`src/rtl/op_frame_sequencer_pkg.sv`:
```
// Package warmup_pkg: shared types for the op_frame_sequencer block.
//  - seq_state_t : sequencer FSM states
//  - err_code_t  : error codes reported on err_code
//  - SYNC_BYTE_DEF, OP_W_DEF, op_t : default frame marker and opcode type
package warmup_pkg;

  localparam logic [7:0] SYNC_BYTE_DEF = 8'hA5;
  localparam int         OP_W_DEF      = 2;

  typedef logic [OP_W_DEF-1:0] op_t;

  typedef enum logic [2:0] {
    IDLE    = 3'd0,
    GET_OP  = 3'd1,
    GET_A   = 3'd2,
    GET_B   = 3'd3,
    GET_CHK = 3'd4,
    ISSUE   = 3'd5,
    WAIT    = 3'd6
  } seq_state_t;

  typedef enum logic [2:0] {
    ERR_NONE    = 3'd0,
    ERR_BAD_OP  = 3'd1,
    ERR_BAD_CHK = 3'd2,
    ERR_RX_TMO  = 3'd3,
    ERR_PU_TMO  = 3'd4,
    ERR_OVERRUN = 3'd5
  } err_code_t;

endpackage

```
`src/rtl/op_frame_sequencer_seq_timer.sv`:
```
// seq_timer: watchdog counter.
//  clk, rst : clock, synchronous active-high reset
//  clr      : zero the count (wins over en)
//  en       : count while high
//  expired  : one-cycle pulse when the count sits at LIMIT-1 while enabled;
//             the count wraps to 0 so a lingering en cannot re-fire at once
module seq_timer #(
  parameter int LIMIT = 16
) (
  input  logic clk,
  input  logic rst,
  input  logic clr,
  input  logic en,
  output logic expired
);

  localparam int            CW   = (LIMIT > 1) ? $clog2(LIMIT) : 1;
  localparam logic [CW-1:0] LAST = CW'(LIMIT - 1);

  logic [CW-1:0] cnt_q, cnt_d;

  always_comb begin
    // A clear in the same cycle means a fresh event arrived, so no expiry.
    expired = en && !clr && (cnt_q == LAST);
    cnt_d   = cnt_q;
    if (clr)          cnt_d = '0;
    else if (expired) cnt_d = '0;
    else if (en)      cnt_d = cnt_q + CW'(1);
  end

  always_ff @(posedge clk) begin
    if (rst) cnt_q <= '0;
    else     cnt_q <= cnt_d;
  end

endmodule

```
`src/rtl/op_frame_sequencer.sv`:
```
// op_frame_sequencer: parses SYNC,OP,A,B,CHK frames from the rx byte stream
// and issues one validated operation to the PU, then holds its result.
//  rx_ready/rx_data           : byte strobe from the UART receiver
//  pu_ready/pu_start          : start handshake (start held until accepted)
//  data_a/data_b/operation    : operands, stable except when entering ISSUE
//  pu_done/pu_result/pu_overflow : PU completion
//  result_data/overflow       : last completed result (held)
//  result_valid               : pulse when result_data updates
//  busy                       : FSM not in IDLE
//  err_valid/err_code         : error pulse and its code
module op_frame_sequencer
  import warmup_pkg::*;
#(
  parameter int                DATA_W     = 8,
  parameter int                OP_W       = 2,
  parameter int                NUM_OPS    = 4,
  parameter logic [DATA_W-1:0] SYNC_BYTE  = DATA_W'(SYNC_BYTE_DEF),
  parameter int                RX_TIMEOUT = 50000,
  parameter int                PU_TIMEOUT = 1024
) (
  input  logic              clk,
  input  logic              rst,
  input  logic              rx_ready,
  input  logic [DATA_W-1:0] rx_data,
  input  logic              pu_ready,
  output logic              pu_start,
  output logic [DATA_W-1:0] data_a,
  output logic [DATA_W-1:0] data_b,
  output logic [OP_W-1:0]   operation,
  input  logic              pu_done,
  input  logic [DATA_W-1:0] pu_result,
  input  logic              pu_overflow,
  output logic [DATA_W-1:0] result_data,
  output logic              overflow,
  output logic              result_valid,
  output logic              busy,
  output logic              err_valid,
  output logic [2:0]        err_code
);

  localparam logic [DATA_W-1:0] NUM_OPS_V = DATA_W'(NUM_OPS);

  seq_state_t        state_q, state_d;
  logic [OP_W-1:0]   op_sh_q, op_sh_d;
  logic [DATA_W-1:0] a_sh_q, a_sh_d, b_sh_q, b_sh_d;
  logic [DATA_W-1:0] chk_q, chk_d;          // running OP^A^B
  logic [DATA_W-1:0] data_a_q, data_a_d, data_b_q, data_b_d;
  logic [OP_W-1:0]   op_q, op_d;
  logic [DATA_W-1:0] result_q, result_d;
  logic              ovf_q, ovf_d;
  logic              res_vld_q, res_vld_d;
  logic              err_vld_q, err_vld_d;
  err_code_t         err_code_q, err_code_d;

  logic in_frame, accept, rx_tmo, pu_tmo;

  assign in_frame = (state_q == GET_OP) || (state_q == GET_A) ||
                    (state_q == GET_B)  || (state_q == GET_CHK);
  assign accept   = (state_q == ISSUE) && pu_ready;

  // Link watchdog: every byte restarts it, including the SYNC that enters GET_OP.
  seq_timer #(.LIMIT(RX_TIMEOUT)) u_rx_timer (
    .clk(clk), .rst(rst), .clr(rx_ready), .en(in_frame), .expired(rx_tmo)
  );

  // PU watchdog: starts from the accept edge.
  seq_timer #(.LIMIT(PU_TIMEOUT)) u_pu_timer (
    .clk(clk), .rst(rst), .clr(accept), .en(state_q == WAIT), .expired(pu_tmo)
  );

  always_comb begin
    state_d    = state_q;
    op_sh_d    = op_sh_q;
    a_sh_d     = a_sh_q;
    b_sh_d     = b_sh_q;
    chk_d      = chk_q;
    data_a_d   = data_a_q;
    data_b_d   = data_b_q;
    op_d       = op_q;
    result_d   = result_q;
    ovf_d      = ovf_q;
    res_vld_d  = 1'b0;
    err_vld_d  = 1'b0;
    err_code_d = err_code_q;

    unique case (state_q)
      IDLE: begin
        if (rx_ready && rx_data == SYNC_BYTE) state_d = GET_OP;
      end
      GET_OP: begin
        if (rx_ready) begin
          if (rx_data >= NUM_OPS_V) begin
            err_vld_d  = 1'b1;
            err_code_d = ERR_BAD_OP;
            state_d    = IDLE;
          end else begin
            op_sh_d = rx_data[OP_W-1:0];
            chk_d   = rx_data;
            state_d = GET_A;
          end
        end else if (rx_tmo) begin
          err_vld_d  = 1'b1;
          err_code_d = ERR_RX_TMO;
          state_d    = IDLE;
        end
      end
      GET_A, GET_B: begin
        if (rx_ready) begin
          if (state_q == GET_A) begin
            a_sh_d  = rx_data;
            state_d = GET_B;
          end else begin
            b_sh_d  = rx_data;
            state_d = GET_CHK;
          end
          chk_d = chk_q ^ rx_data;
        end else if (rx_tmo) begin
          err_vld_d  = 1'b1;
          err_code_d = ERR_RX_TMO;
          state_d    = IDLE;
        end
      end
      GET_CHK: begin
        if (rx_ready) begin
          if (rx_data != chk_q) begin
            err_vld_d  = 1'b1;
            err_code_d = ERR_BAD_CHK;
            state_d    = IDLE;
          end else begin
            // The only point where the PU-facing operands change.
            data_a_d = a_sh_q;
            data_b_d = b_sh_q;
            op_d     = op_sh_q;
            state_d  = ISSUE;
          end
        end else if (rx_tmo) begin
          err_vld_d  = 1'b1;
          err_code_d = ERR_RX_TMO;
          state_d    = IDLE;
        end
      end
      ISSUE: begin
        if (accept) state_d = WAIT;
        if (rx_ready) begin
          err_vld_d  = 1'b1;
          err_code_d = ERR_OVERRUN;
        end
      end
      WAIT: begin
        // Priority: completion, then PU timeout, then overrun.
        if (pu_done) begin
          result_d  = pu_result;
          ovf_d     = pu_overflow;
          res_vld_d = 1'b1;
          state_d   = IDLE;
        end else if (pu_tmo) begin
          err_vld_d  = 1'b1;
          err_code_d = ERR_PU_TMO;
          state_d    = IDLE;
        end else if (rx_ready) begin
          err_vld_d  = 1'b1;
          err_code_d = ERR_OVERRUN;
        end
      end
      default: state_d = IDLE;
    endcase
  end

  always_ff @(posedge clk) begin
    if (rst) begin
      state_q    <= IDLE;
      op_sh_q    <= '0;
      a_sh_q     <= '0;
      b_sh_q     <= '0;
      chk_q      <= '0;
      data_a_q   <= '0;
      data_b_q   <= '0;
      op_q       <= '0;
      result_q   <= '0;
      ovf_q      <= 1'b0;
      res_vld_q  <= 1'b0;
      err_vld_q  <= 1'b0;
      err_code_q <= ERR_NONE;
    end else begin
      state_q    <= state_d;
      op_sh_q    <= op_sh_d;
      a_sh_q     <= a_sh_d;
      b_sh_q     <= b_sh_d;
      chk_q      <= chk_d;
      data_a_q   <= data_a_d;
      data_b_q   <= data_b_d;
      op_q       <= op_d;
      result_q   <= result_d;
      ovf_q      <= ovf_d;
      res_vld_q  <= res_vld_d;
      err_vld_q  <= err_vld_d;
      err_code_q <= err_code_d;
    end
  end

  assign pu_start     = (state_q == ISSUE);
  assign busy         = (state_q != IDLE);
  assign data_a       = data_a_q;
  assign data_b       = data_b_q;
  assign operation    = op_q;
  assign result_data  = result_q;
  assign overflow     = ovf_q;
  assign result_valid = res_vld_q;
  assign err_valid    = err_vld_q;
  assign err_code     = err_code_q;

endmodule

```
`config.mk`:
```
export PLATFORM = sky130hd
export DESIGN_NAME = op_frame_sequencer
export DESIGN_NICKNAME = d
export VERILOG_FILES = /design/src/rtl/op_frame_sequencer_pkg.sv /design/src/rtl/op_frame_sequencer_seq_timer.sv /design/src/rtl/op_frame_sequencer.sv
export SDC_FILE = /design/constraint.sdc
export NUM_CORES = 1
export LEC_CHECK = 0
export ABC_AREA = 1
export BUFFER_PORTS_ARGS = -buffer_cell sky130_fd_sc_hd__buf_2
export CORE_MARGIN = 4
export CORE_UTILIZATION = 40
export DETAILED_ROUTE_END_ITERATION = 10
export SETUP_SLACK_MARGIN = 0.3
export SLEW_MARGIN = 15
export SYNTH_ARGS = -nofsm -noshare
export SYNTH_HDL_FRONTEND = slang
export SYNTH_SLANG_ARGS = --single-unit
```
`constraint.sdc`:
```
create_clock -name clk -period 3.8 [get_ports clk]
set_input_delay 0.57 -clock clk [delete_from_list [all_inputs] [get_ports clk]]
set_output_delay 0.57 -clock clk [all_outputs]
set_load 0.01 [all_outputs]
```
==> flow_metrics.env, run 1 <==
export IMPL_cts_hold_repair_buffers=0
export IMPL_max_freq_mhz=412
export IMPL_power_frac_seq_pct=55.1
export IMPL_power_mw=1.65
export IMPL_core_um2=9820
export IMPL_synth_area_um2=4050
export IMPL_diodes=0
export IMPL_dieArea_um2=11800
export IMPL_endpoint_kind="register"
export IMPL_first_global_vias=3340
export IMPL_cts_buffer_depth=2
export IMPL_cts_sinks=87
export IMPL_synth_top_cell_by_area="dfxtp_1"
export IMPL_critPathCapture="state_q[1]"
export IMPL_startpoint_type="register"
export IMPL_hold_viol_final=0
export IMPL_worst_setup_path_type="reg2reg"
export IMPL_slew_viol_final=0
export IMPL_fin_crit_ps=2430
export IMPL_syn_to_final_growth_pct=14.5
export IMPL_path_common_cell="nand2_1"
export IMPL_hpwl_um=6610
export IMPL_max_cap_violations=0
export IMPL_hp_class="reg2reg"
export IMPL_post_cts_setup_buffers=0
export IMPL_wl_um=9070
export IMPL_yosysWarnings=0
export IMPL_finalSetupViolations=0
export IMPL_wire_per_inst_um=11.8
export IMPL_switching_share_pct=23.7
export IMPL_p_leak_nw=1.97
export IMPL_synth_area_per_cell_um2=6.94
export IMPL_ys_ff_latch=87
export IMPL_postLayoutCoreUtil_pct=47.2
export IMPL_ys_types=32
export IMPL_cts_clk_slew_worst_paths_ps=90
export IMPL_ys_seq_area_share_pct=43.0
export IMPL_die_x_um=109
export IMPL_cts_root_buf="clkbuf_8"
export IMPL_startpoint="state_q[1]"
export IMPL_synth_top_area_share_pct=43.0
export IMPL_fp_row_count=36
export IMPL_synth_area_leaders="dfxtp_1 (43%), nand2_1 (13%), a21oi_1 (9.6%)"
export IMPL_die_h_um=109
export IMPL_layout_drive_gt1_share_pct=15.1
export IMPL_antenna_found_initial=0
export IMPL_ir_worst_vdd_mv=0.210
export IMPL_cts_tree="built"
export IMPL_worstMarginPinSlew_ps=634
export IMPL_reg2reg_slack_ps=1370
export IMPL_rr_worst_depth=11
export IMPL_period_share_pct=63.9
export IMPL_multi_input_area_um2=1940
export IMPL_start_util_pct=41.3
export IMPL_rsz0062_at_grt="false"
export IMPL_path_cells="nand2_1, nor2_1, inv_1, nor2_1, buf_4, nor2_1, nand2_1, nand2_1, nand2_1, nand2_1, a21oi_1"
export IMPL_crit_required_ps=4090
export IMPL_drt_iter0_drc=241
export IMPL_grt_use_total_pct=16.3
export IMPL_ctsHtreeMaxLevel=3
export IMPL_fillers=1047
export IMPL_grt_pass1_wl_um=15400
export IMPL_finalSetupTns_ps=0
export IMPL_synth_flop_cell="dfxtp_1"
export IMPL_finClkSkew_ps=11.8
export IMPL_r2r_start="state_q[1]"
export IMPL_drc=0
export IMPL_ff_latch_area_um2=1740
export IMPL_syn_inst=584
export IMPL_synth_edf_count=0
export IMPL_arrival_ps=2710
export IMPL_syn_num_nets=608
export IMPL_vias_per_cell=4.84
export IMPL_cts_buffers=9
export IMPL_r2r_end="state_q[1]"
export IMPL_cts_resized=0
export IMPL_grt_max_degree=37
export IMPL_io_buffers=55
export IMPL_clkLatencyLatePin_ps=350
export IMPL_hold_ws_ps=440
export IMPL_vias=3726
export IMPL_maxSlewHeadroom_pct=57.7
export IMPL_gp_congestion=0.805
export IMPL_ant_nets=0
export IMPL_pwr_share_comb_pct=3.7
export IMPL_grt_overflow_total=0
export IMPL_finalNetCount=656
export IMPL_dr_pass1_iters=7
export IMPL_clockPowerShare_pct=41.2
export IMPL_cp_max_fo=20
export IMPL_power_density_nw_per_um2=356
export IMPL_async_reset_ff_share_pct=0
export IMPL_io_pins=56
export IMPL_p_int_mw=1.26
export IMPL_p_sw_uw=392
export IMPL_status="finished clean"
export IMPL_critPathMaxStageDelay_ps=620
export IMPL_critical_path_slowest_cell="nor2_1"
## registers in the layout, indices dropped and copies added, names as in the netlist, 3 cells and up
name / count
err_code: 3
u_rx_timer.cnt_q: 16
b_sh_q: 8
state_q: 3
chk_q: 8
u_pu_timer.cnt_q: 10
result_data: 8
a_sh_q: 8
data_a: 8
data_b: 8
## power by group through the flow
stage / registers [mW] / logic (mW) / clock network [mW]
after floorplan: 0.932 / 0.0350 / 0
after global placement: 0.932 / 0.0615 / 0
after detailed placement: 0.932 / 0.0623 / 0
after CTS: 0.911 / 0.0624 / 0.706
after global routing: 0.911 / 0.0705 / 0.739
final: 0.911 / 0.0618 / 0.681
## Yosys cell counts (2+ instances only)
| cell | number |
|---|---|
| buf_2 | 5 |
| o21ai_0 | 49 |
| nor2_2 | 5 |
| inv_1 | 71 |
| ha_1 | 2 |
| xor2_1 | 9 |
| nand2_1 | 138 |
| nand3_1 | 28 |
| o21ai_1 | 2 |
| or2_0 | 2 |
| nor3b_1 | 3 |
| dfxtp_1 | 87 |
| nor3_1 | 11 |
| buf_4 | 3 |
| xnor2_1 | 2 |
| nand4_1 | 7 |
| inv_2 | 2 |
| nand2_2 | 3 |
| nor2_1 | 48 |
| nand3_2 | 2 |
| clkbuf_1 | 13 |
| or2_2 | 5 |
| a21oi_1 | 78 |
## stage by stage
stage          setup slack, ps  cell area, µm²  std cells
2_1_floorplan             2140            4050        584
3_3_place_gp              1450            4420        754
3_5_place_dp              1340            4420        754
4_1_cts                   1390            4640        770
5_1_grt                   1070            4640        770
6_report                  1370            4640        770
## routing by layer
layer / vias up / wire length (µm) / GRT usage (%)
met4: 0 / 70 / 4.69
li1: 1971 / - / -
met1: 1668 / 4350 / 22.1
met5: - / 0 / 0
met2: 82 / 4190 / 25.9
met3: 5 / 464 / 3.61
## how the worst min path moves through the flow
stage	slack (ps)	end	depth (start not counted)	startpoint
finish	440	data_b[0]	2	data_b[0]
global route	450	result_data[5]	3	pu_result[5]
CTS	440	result_data[1]	3	pu_result[1]
detailed placement	430	data_b[3]	2	data_b[3]
global placement	430	data_b[3]	2	data_b[3]
floorplan	430	b_sh_q[7]	2	b_sh_q[7]
## area by class of cell
class / instances / area share, %
Timing Repair Buffer: 58 / 6.42
Clock buffer: 10 / 2.97
Inverter: 74 / 5.99
Sequential cell: 87 / 37.5
Tap cell: 133 / 3.59
Clock inverter: 6 / 1.75
Multi-Input combinational cell: 402 / 41.7
## logic make-up after synthesis
| family | synth area share [%] |
|---|---|
| and+or+nand+nor | 27.4 |
| AOI/OAI and AO/OA | 17.4 |
| buffers and inverters | 9.23 |
| DFF | 43.0 |
| xor gates and xnor gates | 2.38 |
| adders and majority gates | 0.617 |
## layout by cell type (no fill, tap or decap), types with 2 or more instances in the layout
master,instances
buf_2,55
nor3b_1,3
ha_1,2
dfxtp_1,87
xor2_1,9
or2_0,2
buf_4,3
nand4_1,7
xnor2_1,2
inv_1,71
nor3_1,11
o21ai_0,49
nor2_1,48
nand3_1,28
or2_2,5
o21ai_1,2
nor2_2,5
clkbuf_8,10
nand2_1,138
inv_2,2
nand2_2,3
nand3_2,2
clkinv_4,4
a21oi_1,78
## worst max-delay path: cells and delay by family (launching register included)
family | cells | cell delay [ps]
flip-flops | 1 | 480
AND/OR/NAND/NOR | 8 | 1440
buffers and inverters | 2 | 320
AO/OA/AOI/OAI | 1 | 110
Note: power is estimated with default switching activity, not from simulation.
==> inputs of run 2 (changes only) <==
==> constraint.sdc (replaced) <==
create_clock -name clk -period 2.24 [get_ports clk]
set_input_delay 0.336 -clock clk [delete_from_list [all_inputs] [get_ports clk]]
set_output_delay 0.336 -clock clk [all_outputs]
set_load 0.01 [all_outputs]
==> flow_metrics.env, run 2 (synthesis results as in run 1) <==
export IMPL_endpoint_kind="register"
export IMPL_gp_congestion=0.915
export IMPL_fin_crit_ps=1740
export IMPL_drt_iter0_drc=142
export IMPL_period_share_pct=77.6
export IMPL_cts_resized=0
export IMPL_critPathMaxStageDelay_ps=440
export IMPL_rsz0062_at_grt="true"
export IMPL_startpoint_type="register"
export IMPL_ir_worst_vdd_mv=0.336
export IMPL_critPathCapture="u_rx_timer.cnt_q[4]"
export IMPL_ctsHtreeMaxLevel=3
export IMPL_hp_class="in2reg"
export IMPL_layout_setup_ws_ps=503
export IMPL_cts_root_buf="clkbuf_8"
export IMPL_cts_clk_slew_worst_paths_ps=90
export IMPL_path_cells="nor2_2, nand2_1, nand2_2, nand3_2, nand3_4, a31o_2, a21oi_1"
export IMPL_vias_per_cell=4.78
export IMPL_crit_cells=7
export IMPL_first_global_vias=3461
export IMPL_wire_per_inst_um=11.8
export IMPL_io_buffers=55
export IMPL_rr_worst_depth=7
export IMPL_p_int_mw=2.14
export IMPL_r2r_end="u_rx_timer.cnt_q[4]"
export IMPL_reg_top3="u_rx_timer.cnt_q (16), u_pu_timer.cnt_q (10)"
export IMPL_core_um2=9820
export IMPL_io_pins=56
export IMPL_die_h_um=109
export IMPL_slew_viol_final=0
export IMPL_r2r_start="state_q[1]"
export IMPL_reg2reg_slack_ps=500
export IMPL_syn_to_final_growth_pct=16.6
export IMPL_layout_drive_gt1_share_pct=16.7
export IMPL_finalNetCount=664
export IMPL_worstMarginPinSlew_ps=593
export IMPL_clockPowerShare_pct=41.0
export IMPL_vias=3720
export IMPL_p_leak_nw=2.02
export IMPL_post_cts_setup_buffers=0
export IMPL_wl_um=9170
export IMPL_placed_cell_area_um2=4480
export IMPL_startpoint="state_q[1]"
export IMPL_cts_buffers=9
export IMPL_hpwl_um=6830
export IMPL_cts_sinks=87
export IMPL_path_buf_inv=0
export IMPL_die_x_um=109
export IMPL_maxSlewHeadroom_pct=60.3
export IMPL_dieArea_um2=11800
export IMPL_finalSetupViolations=0
export IMPL_max_freq_mhz=576
export IMPL_layout_commonest_cell="nand2_1"
export IMPL_grt_pass1_wl_um=15500
export IMPL_layout_cells_non_filler=778
export IMPL_finClkSkew_ps=8.75
export IMPL_grt_max_degree=41
export IMPL_cts_tree="built"
export IMPL_power_frac_seq_pct=55.1
export IMPL_fillers=1063
export IMPL_arrival_ps=2020
export IMPL_dr_pass1_iters=4
export IMPL_pwr_share_comb_pct=3.9
export IMPL_cts_buffer_depth=2
export IMPL_worst_setup_path_type="reg2reg"
export IMPL_hp_start="pu_result[2]"
export IMPL_finalSetupTns_ps=0
export IMPL_hold_viol_final=0
export IMPL_antenna_found_initial=0
export IMPL_status="finished clean"
export IMPL_cpLargestDelayFamily="simple AND/OR/NAND/NOR gates"
export IMPL_dp_slack_ps=321
export IMPL_grt_overflow_total=0
export IMPL_crit_required_ps=2530
export IMPL_regMostFlops="u_rx_timer.cnt_q"
export IMPL_power_density_nw_per_um2=593
export IMPL_hold_path_depth=3
export IMPL_max_cap_violations=0
export IMPL_diodes=0
export IMPL_p_sw_uw=659
export IMPL_critical_path_slowest_cell="dfxtp_1"
export IMPL_drc=0
export IMPL_mostFrequentLayoutCells="nand2_1 (138), dfxtp_1 (85), a21oi_1 (78)"
export IMPL_cp_max_fo=16
export IMPL_dp_cells=762
export IMPL_grt_use_total_pct=16.2
export IMPL_start_util_pct=41.3
export IMPL_final_area_um2=4730
export IMPL_largest_register_ffs=16
export IMPL_switching_share_pct=23.5
export IMPL_cts_hold_repair_buffers=0
export IMPL_ant_nets=0
export IMPL_fp_row_count=36
export IMPL_clkLatencyLatePin_ps=350
-- run 2: changes by cell type in the layout (fill, tap and decap cells not counted), moves of 2 or more --
| cell | before | now |
|---|---|---|
| buf_4 | 3 | 10 |
| clkinv_4 | 4 | 2 |
| dfxtp_1 | 87 | 85 |
| dfxtp_2 | 0 | 2 |
| nor3_1 | 11 | 9 |
| nor3_2 | 1 | 3 |
-- run 2: area by class of cell --
cell class	instances	area, µm²	area share [%]
timing repair buffer	66	362	7.65
multi-input combinational	402	1960	41.5
clock inverter	6	80.1	1.69
sequential	87	1740	36.9
inverter	74	278	5.88
tap	133	166	3.52
clock buffer	10	138	2.91
-- run 2: per-stage QoR --
step	hold slack (ps)	power, mW	utilization (%)
2_1_floorplan	405	1.64	-
3_3_place_gp	429	1.69	45.6
3_5_place_dp	433	1.69	45.6
4_1_cts	204	2.85	47.8
5_1_grt	203	2.93	48.1
6_report	218	2.80	48.1
-- run 2: worst min-delay path: stages --
cell	delay (ps)
buf_2	90
nand2_1	50
a21oi_1	50
-- run 2: power by group through the flow --
stage | sequential (mW) | combinational (mW) | clock (mW)
final | 1.55 | 0.110 | 1.15
after global routing | 1.55 | 0.125 | 1.26
after CTS | 1.55 | 0.110 | 1.19
after detailed placement | 1.58 | 0.110 | 0
after global placement | 1.58 | 0.110 | 0
after floorplan | 1.58 | 0.0594 | 0
-- run 2: how the worst min path moves through the flow --
stage | end | slack (ps)
after floorplan | b_sh_q[7] | 410
after global placement | data_a[2] | 430
after detailed placement | data_a[2] | 430
after CTS | result_data[2] | 200
after global routing | result_data[2] | 200
final | result_data[2] | 220
-- run 2: metal layers --
| metal | vias to the layer above | track usage [%] | routed length, µm |
|---|---|---|---|
| li1 | 1994 | - | - |
| met1 | 1646 | 20.7 | 4410 |
| met2 | 66 | 27.2 | 4270 |
| met3 | 14 | 3.67 | 390 |
| met4 | 0 | 4.87 | 104 |
| met5 | - | 0 | 0 |
